`src/rtl/seven_segment_capture.sv`:
```
// Receive side of an 8-digit multiplexed seven-segment scan: samples stable digits,
// decodes hex glyphs and hands complete frames out over a valid/ready handshake.
//
// state   | meaning
// --------+-----------------------------------------------------------
// WAIT_D0 | idle, discarding samples until digit 0 settles
// COLLECT | digits 0..expect-1 stored, waiting for digit `expect`
// PUBLISH | frame complete, move slots to the output buffer or drop it
module seven_segment_capture #(
    parameter int SETTLE_CYCLES = 16,
    parameter int TIMEOUT       = 400_000
) (
    input  logic        clk_in,
    input  logic        rst_in,
    input  logic [6:0]  cat_in,
    input  logic [7:0]  an_in,
    input  logic        ready_in,
    output logic        frame_valid_out,
    output logic [55:0] seg_frame_out,
    output logic [31:0] digit_frame_out,
    output logic [7:0]  unknown_out,
    output logic [7:0]  err_count_out
);

    localparam int SW = $clog2(SETTLE_CYCLES + 1);
    localparam int TW = $clog2(TIMEOUT + 1);
    localparam logic [SW-1:0] SETTLE_LAST = SW'(SETTLE_CYCLES - 1);
    localparam logic [TW-1:0] TMO_LOAD    = TW'(TIMEOUT - 1);

    typedef enum logic [1:0] {WAIT_D0, COLLECT, PUBLISH} state_t;

    state_t      state;
    logic [6:0]  cat_s1, cat_s2;
    logic [7:0]  an_s1, an_s2;
    logic [6:0]  seg_now, seg_r;
    logic [7:0]  act_now, act_r;
    logic [SW-1:0] stab_cnt;
    logic        sampled;
    logic [TW-1:0] tmo_cnt;
    logic [2:0]  expect_idx;
    logic [6:0]  seg_slot [8];
    logic [3:0]  val_slot [8];
    logic [7:0]  unk_slot;

    logic        sample, legal, hit, repeat_hit, restart, abort_evt, drop_evt;
    logic [2:0]  idx;
    logic [4:0]  dec;

    function automatic logic [4:0] decode(input logic [6:0] s);
        case (s)
            7'h3F:   decode = 5'h00;
            7'h06:   decode = 5'h01;
            7'h5B:   decode = 5'h02;
            7'h4F:   decode = 5'h03;
            7'h66:   decode = 5'h04;
            7'h6D:   decode = 5'h05;
            7'h7D:   decode = 5'h06;
            7'h07:   decode = 5'h07;
            7'h7F:   decode = 5'h08;
            7'h6F:   decode = 5'h09;
            7'h77:   decode = 5'h0A;
            7'h7C:   decode = 5'h0B;
            7'h39:   decode = 5'h0C;
            7'h5E:   decode = 5'h0D;
            7'h79:   decode = 5'h0E;
            7'h71:   decode = 5'h0F;
            default: decode = 5'h1F;
        endcase
    endfunction

    function automatic logic [2:0] onehot_idx(input logic [7:0] a);
        onehot_idx = '0;
        for (int i = 0; i < 8; i++)
            if (a[i]) onehot_idx = 3'(i);
    endfunction

    always_ff @(posedge clk_in or posedge rst_in) begin
        if (rst_in) begin
            cat_s1 <= '0;
            cat_s2 <= '0;
            an_s1  <= '0;
            an_s2  <= '0;
        end else begin
            cat_s1 <= cat_in;
            cat_s2 <= cat_s1;
            an_s1  <= an_in;
            an_s2  <= an_s1;
        end
    end

    assign seg_now = ~cat_s2;
    assign act_now = ~an_s2;

    // Blanking cycles freeze the stability tracker, so act_r/seg_r always hold the
    // last driven digit and a sample fires once per activation.
    assign sample = (act_r != '0) && (stab_cnt == SETTLE_LAST) && !sampled;

    always_ff @(posedge clk_in or posedge rst_in) begin
        if (rst_in) begin
            act_r    <= '0;
            seg_r    <= '0;
            stab_cnt <= '0;
            sampled  <= 1'b0;
        end else if (act_now != '0 && (act_now != act_r || seg_now != seg_r)) begin
            act_r    <= act_now;
            seg_r    <= seg_now;
            stab_cnt <= '0;
            sampled  <= 1'b0;
        end else begin
            if (act_now != '0 && stab_cnt != SETTLE_LAST)
                stab_cnt <= stab_cnt + SW'(1);
            if (sample)
                sampled <= 1'b1;
        end
    end

    always_comb begin
        legal      = $onehot(act_r);
        idx        = onehot_idx(act_r);
        dec        = decode(seg_r);
        hit        = sample && legal && (idx == expect_idx);
        repeat_hit = sample && legal && (idx == expect_idx - 3'd1);
        restart    = sample && legal && (idx == 3'd0);
        abort_evt  = (state == COLLECT) &&
                     ((sample && !hit && !repeat_hit) || (!sample && tmo_cnt == '0));
        drop_evt   = (state == PUBLISH) && frame_valid_out && !ready_in;
    end

    always_ff @(posedge clk_in or posedge rst_in) begin
        if (rst_in) begin
            state           <= WAIT_D0;
            expect_idx      <= '0;
            tmo_cnt         <= '0;
            unk_slot        <= '0;
            for (int i = 0; i < 8; i++) begin
                seg_slot[i] <= '0;
                val_slot[i] <= '0;
            end
            frame_valid_out <= 1'b0;
            seg_frame_out   <= '0;
            digit_frame_out <= '0;
            unknown_out     <= '0;
        end else begin
            if (frame_valid_out && ready_in)
                frame_valid_out <= 1'b0;
            case (state)
                WAIT_D0: begin
                    if (restart) begin
                        seg_slot[0] <= seg_r;
                        val_slot[0] <= dec[3:0];
                        unk_slot[0] <= dec[4];
                        expect_idx  <= 3'd1;
                        tmo_cnt     <= TMO_LOAD;
                        state       <= COLLECT;
                    end
                end
                COLLECT: begin
                    if (abort_evt) begin
                        for (int i = 0; i < 8; i++) begin
                            seg_slot[i] <= '0;
                            val_slot[i] <= '0;
                        end
                        unk_slot <= '0;
                        // The offending sample may itself be the start of a new frame.
                        if (restart) begin
                            seg_slot[0] <= seg_r;
                            val_slot[0] <= dec[3:0];
                            unk_slot[0] <= dec[4];
                            expect_idx  <= 3'd1;
                            tmo_cnt     <= TMO_LOAD;
                        end else begin
                            state <= WAIT_D0;
                        end
                    end else if (hit) begin
                        seg_slot[idx] <= seg_r;
                        val_slot[idx] <= dec[3:0];
                        unk_slot[idx] <= dec[4];
                        tmo_cnt       <= TMO_LOAD;
                        if (expect_idx == 3'd7)
                            state <= PUBLISH;
                        else
                            expect_idx <= expect_idx + 3'd1;
                    end else if (tmo_cnt != '0) begin
                        tmo_cnt <= tmo_cnt - TW'(1);
                    end
                end
                PUBLISH: begin
                    if (!frame_valid_out || ready_in) begin
                        for (int i = 0; i < 8; i++) begin
                            seg_frame_out[i*7 +: 7]   <= seg_slot[i];
                            digit_frame_out[i*4 +: 4] <= val_slot[i];
                        end
                        unknown_out     <= unk_slot;
                        frame_valid_out <= 1'b1;
                    end
                    state <= WAIT_D0;
                end
                default: state <= WAIT_D0;
            endcase
        end
    end

    always_ff @(posedge clk_in or posedge rst_in) begin
        if (rst_in)
            err_count_out <= '0;
        else if ((abort_evt || drop_evt) && err_count_out != 8'hFF)
            err_count_out <= err_count_out + 8'd1;
    end

endmodule

```
`config.mk`:
```
export PLATFORM = sky130hd
export DESIGN_NAME = seven_segment_capture
export DESIGN_NICKNAME = d
export VERILOG_FILES = /design/src/rtl/seven_segment_capture.sv
export SDC_FILE = /design/constraint.sdc
export NUM_CORES = 1
export LEC_CHECK = 0
export ABC_AREA = 1
export BUFFER_PORTS_ARGS = -buffer_cell sky130_fd_sc_hd__buf_2
export CAP_MARGIN = 5
export CORE_UTILIZATION = 25
export CTS_BUF_LIST = sky130_fd_sc_hd__clkbuf_8
export CTS_CLUSTER_SIZE = 30
export DETAILED_ROUTE_END_ITERATION = 12
export SETUP_SLACK_MARGIN = 0.15
export SLEW_MARGIN = 25
export SYNTH_ARGS = -nofsm -noshare
export SYNTH_HDL_FRONTEND = slang
export SYNTH_SLANG_ARGS = --single-unit
```
`constraint.sdc`:
```
create_clock -name clk_in -period 17 [get_ports clk_in]
set_input_delay 3.4 -clock clk_in [delete_from_list [all_inputs] [get_ports clk_in]]
set_output_delay 3.4 -clock clk_in [all_outputs]
set_load 0.02 [all_outputs]
```
==> impl_results.md <==
* Global route overflow at 0
* Met2 WL at 13.1 mm
* Seq cells post-synth at 276
* Post-synth top area cell: dfrtp_1
* Ys flop type: dfrtp_1
* Cells on worst reg2reg path at 18
* Worst Path Class, Setup: reg -> reg
* Root buf cell: clkbuf_8
* Worst-path clk slew at 0.06 ns
* Post-Syn Nets at 1149
* Die height at 219 um
* Die area at 0.0478 mm2
* # rows at 79
* Utilization after layout at 30.0%
* # IOs at 123
* Max Used Layer: met5
* Final setup violation count at 0
* Total clock sinks at 276
* Routed WL at 28.1 mm
* IO Port Bufs at 122
* Worst hold start: cat_s1[5]$_DFF_PP0_
* Initial DRC count at 545
* Leakage at 7.14 nW
* Max FO, Critical Path at 11
* Vias per cell at 4.37
* Post-route ant nets at 0
* Post-CTS setup buffers at 0
* Post-DP HPWL at 19.4 mm
* Gr usage total at 11.9%
* Filler cells at 4799
* Minimum clock period at 5.16 ns
* Most common cell after layout, fill and taps aside: dfrtp_1
* Maximum buffer depth of the clock tree at 3
* Core ar. at 0.0465 mm2
* Final slew viol count at 0
* Area contributors post-synth: dfrtp_1 (59%), mux2_2 (9.2%), nand2_1 (8.4%)
* Drt wl/cell at 14.9 um
* R2R Setup Slk at 11.84 ns
* R2r startpoint: act_r[1]$_DFFE_PP0P_
* Yosys cell types at 43
* Hold Crit Endpoint: cat_s2[5]$_DFF_PP0_
* Cts bufs inserted at 45
* Fin cells at 1889
* # nets final at 1280
* Actual slew at the worst max-slew pin at 0.980 ns
* First-pass GRT wire length at 45.0 mm
* Pwr per Cell Area at 96.3 mW/mm2
* Seq/Total Area, Yosys at 58.8%
* CP Capture Type: register
* Max frequency at 194 MHz
* Area growth syn-to-layout at 18.9%
* Largest net degree at the start of global routing at 151
* Hold Crit Class: reg -> reg
* Top cell type's share of synthesized area at 58.8%
* Relative slew slack at 34.6%
* Residual DRC at 0
* Initial antenna violation count at 8
* Most frequent cells in the layout: dfrtp_1 (276), nand2_1 (261), buf_2 (122)
* EDFF count, synth at 0
* Ys async rst share at 100%
* M1 WL at 12.4 mm
* CTS tree: built
* Synth Instances at 1116
* Fin Setup TNS at 0 ns
* Required @ worst endpoint at 17.48 ns
* Max cap viols at 0
* Detailed-routed wire length on met3 at 1.56 mm
* CTS H-tree depth at 2
* Worst r2r dst: val_slot[24]$_DFFE_PP0P_
* Tcrit/Tclk final at 30.3%
* Yosys warns at 0
* Starting Density at 25.3%
* Gpl congestion at 0.821
* Placed Cells at 1807
* Mapped Area at 0.0117 mm2
* Die W at 219 um
* Skew final at 0.0295 ns
* Detailed Routing Iterations Pass 1 at 5
* Worst-Skew Late Latency at 0.58 ns
* Status: completed
* Post-CTS resize count at 0
* Worst Setup Start Kind: register
* Total power at 1.34 mW
* Fin. Hold Viols at 0
* Mean Syn Cell Area at 10.5 um2
* Routed vias at 8259
* RSZ-0062 raised after global routing: false
* Cts hold-fix bufs at 0
* Hold Path Depth at 0
* WP data arrival at 5.64 ns
* Vias in the first global route at 8337
* Max VDD drop at 47.7 uV
* Share of layout cells above drive strength 1 at 26.5%
## synth_stat cells, types with 6 or more instances
library cell	n
nand4_1	26
xnor2_1	13
nand3_1	48
buf_1	6
o21ai_0	84
a21oi_1	14
nor2_1	57
xor2_1	18
inv_1	81
nand2_1	262
buf_2	11
dfrtp_1	276
a21oi_2	6
nand2_4	10
ha_1	11
nor3_1	8
o21ai_1	16
clkbuf_1	15
nand2_2	10
mux2_2	96
## critical path: stages, from the launching register on
cell	delay (ns)
dfrtp_1	0.41
inv_1	0.10
fa_1	0.48
fa_1	0.52
fa_1	0.41
inv_1	0.07
ha_1	0.17
inv_1	0.06
fa_1	0.48
nand3_1	0.08
a21oi_1	0.15
nand3_2	0.14
nor2_2	0.16
nand2_2	0.11
nand3_2	0.12
nand3_2	0.12
nor2_2	0.79
nand2_1	0.43
o21ai_0	0.26
## layout make-up
cell class / count / area [um2] / area share (%)
tap: 607 / 759 / 5.44
multi-input combinational: 717 / 4300 / 30.8
timing repair buffer: 125 / 641 / 4.59
clock inverter: 19 / 191 / 1.37
inverter: 82 / 320 / 2.30
antenna: 3 / 7.51 / 0.0538
clock buffer: 60 / 826 / 5.92
sequential: 276 / 6910 / 49.5
## registers in the layout, summed over array words and instances, names as in the netlist
name / count
state: 2
seg_r: 7
cat_s1: 7
an_s1: 8
an_s2: 8
unk_slot: 8
unknown_out: 8
val_slot: 32
stab_cnt: 5
frame_valid_out: 1
seg_slot: 56
expect_idx: 3
cat_s2: 7
err_count_out: 8
tmo_cnt: 19
seg_frame_out: 56
digit_frame_out: 32
act_r: 8
sampled: 1
## cell families (layout without fill, tap and decap cells)
kind of cell | count (synthesis) | in the layout | share of synthesized area [%]
and+or+nand+nor | 446 | 446 | 17.3
adders and majority gates | 15 | 15 | 1.85
buffers and inverters | 123 | 286 | 4.57
AOI/OAI and AO/OA | 129 | 129 | 5.87
xor gates and xnor gates | 31 | 31 | 2.31
muxes | 96 | 96 | 9.21
other | 0 | 3 | 0
DFF | 276 | 276 | 58.8
## worst max path at each step
stage	start	end	slack (ns)
2_1_floorplan	rst_in	act_r[0]$_DFFE_PP0P_	5.99
3_3_place_gp	rst_in	digit_frame_out[10]$_DFFE_PP0P_	11.63
3_5_place_dp	rst_in	digit_frame_out[22]$_DFFE_PP0P_	11.59
4_1_cts	act_r[1]$_DFFE_PP0P_	val_slot[24]$_DFFE_PP0P_	11.79
5_1_grt	act_r[1]$_DFFE_PP0P_	val_slot[16]$_DFFE_PP0P_	11.43
6_report	act_r[1]$_DFFE_PP0P_	val_slot[24]$_DFFE_PP0P_	11.84
## report_power, final
group	switching [mW]	internal, mW
Sequential	0.00719	0.663
Clock	0.267	0.363
Combinational	0.0303	0.0122
Total	0.305	1.04
## per-stage QoR
step	hold WS, ns	setup WS [ns]	cell area (um2)
4_1_cts	0.334	11.79	13900
3_5_place_dp	0.336	11.59	12900
5_1_grt	0.360	11.43	14000
2_1_floorplan	0.331	5.99	11700
3_3_place_gp	0.336	11.63	12900
6_report	0.341	11.84	14000
## per-layer routing
metal	track usage, %	vias up
met4	4.88	10
met2	18.7	222
met3	2.94	66
met5	0	-
li1	-	3937
met1	15.6	4024
No activity file was read; power rests on OpenSTA's default activity.
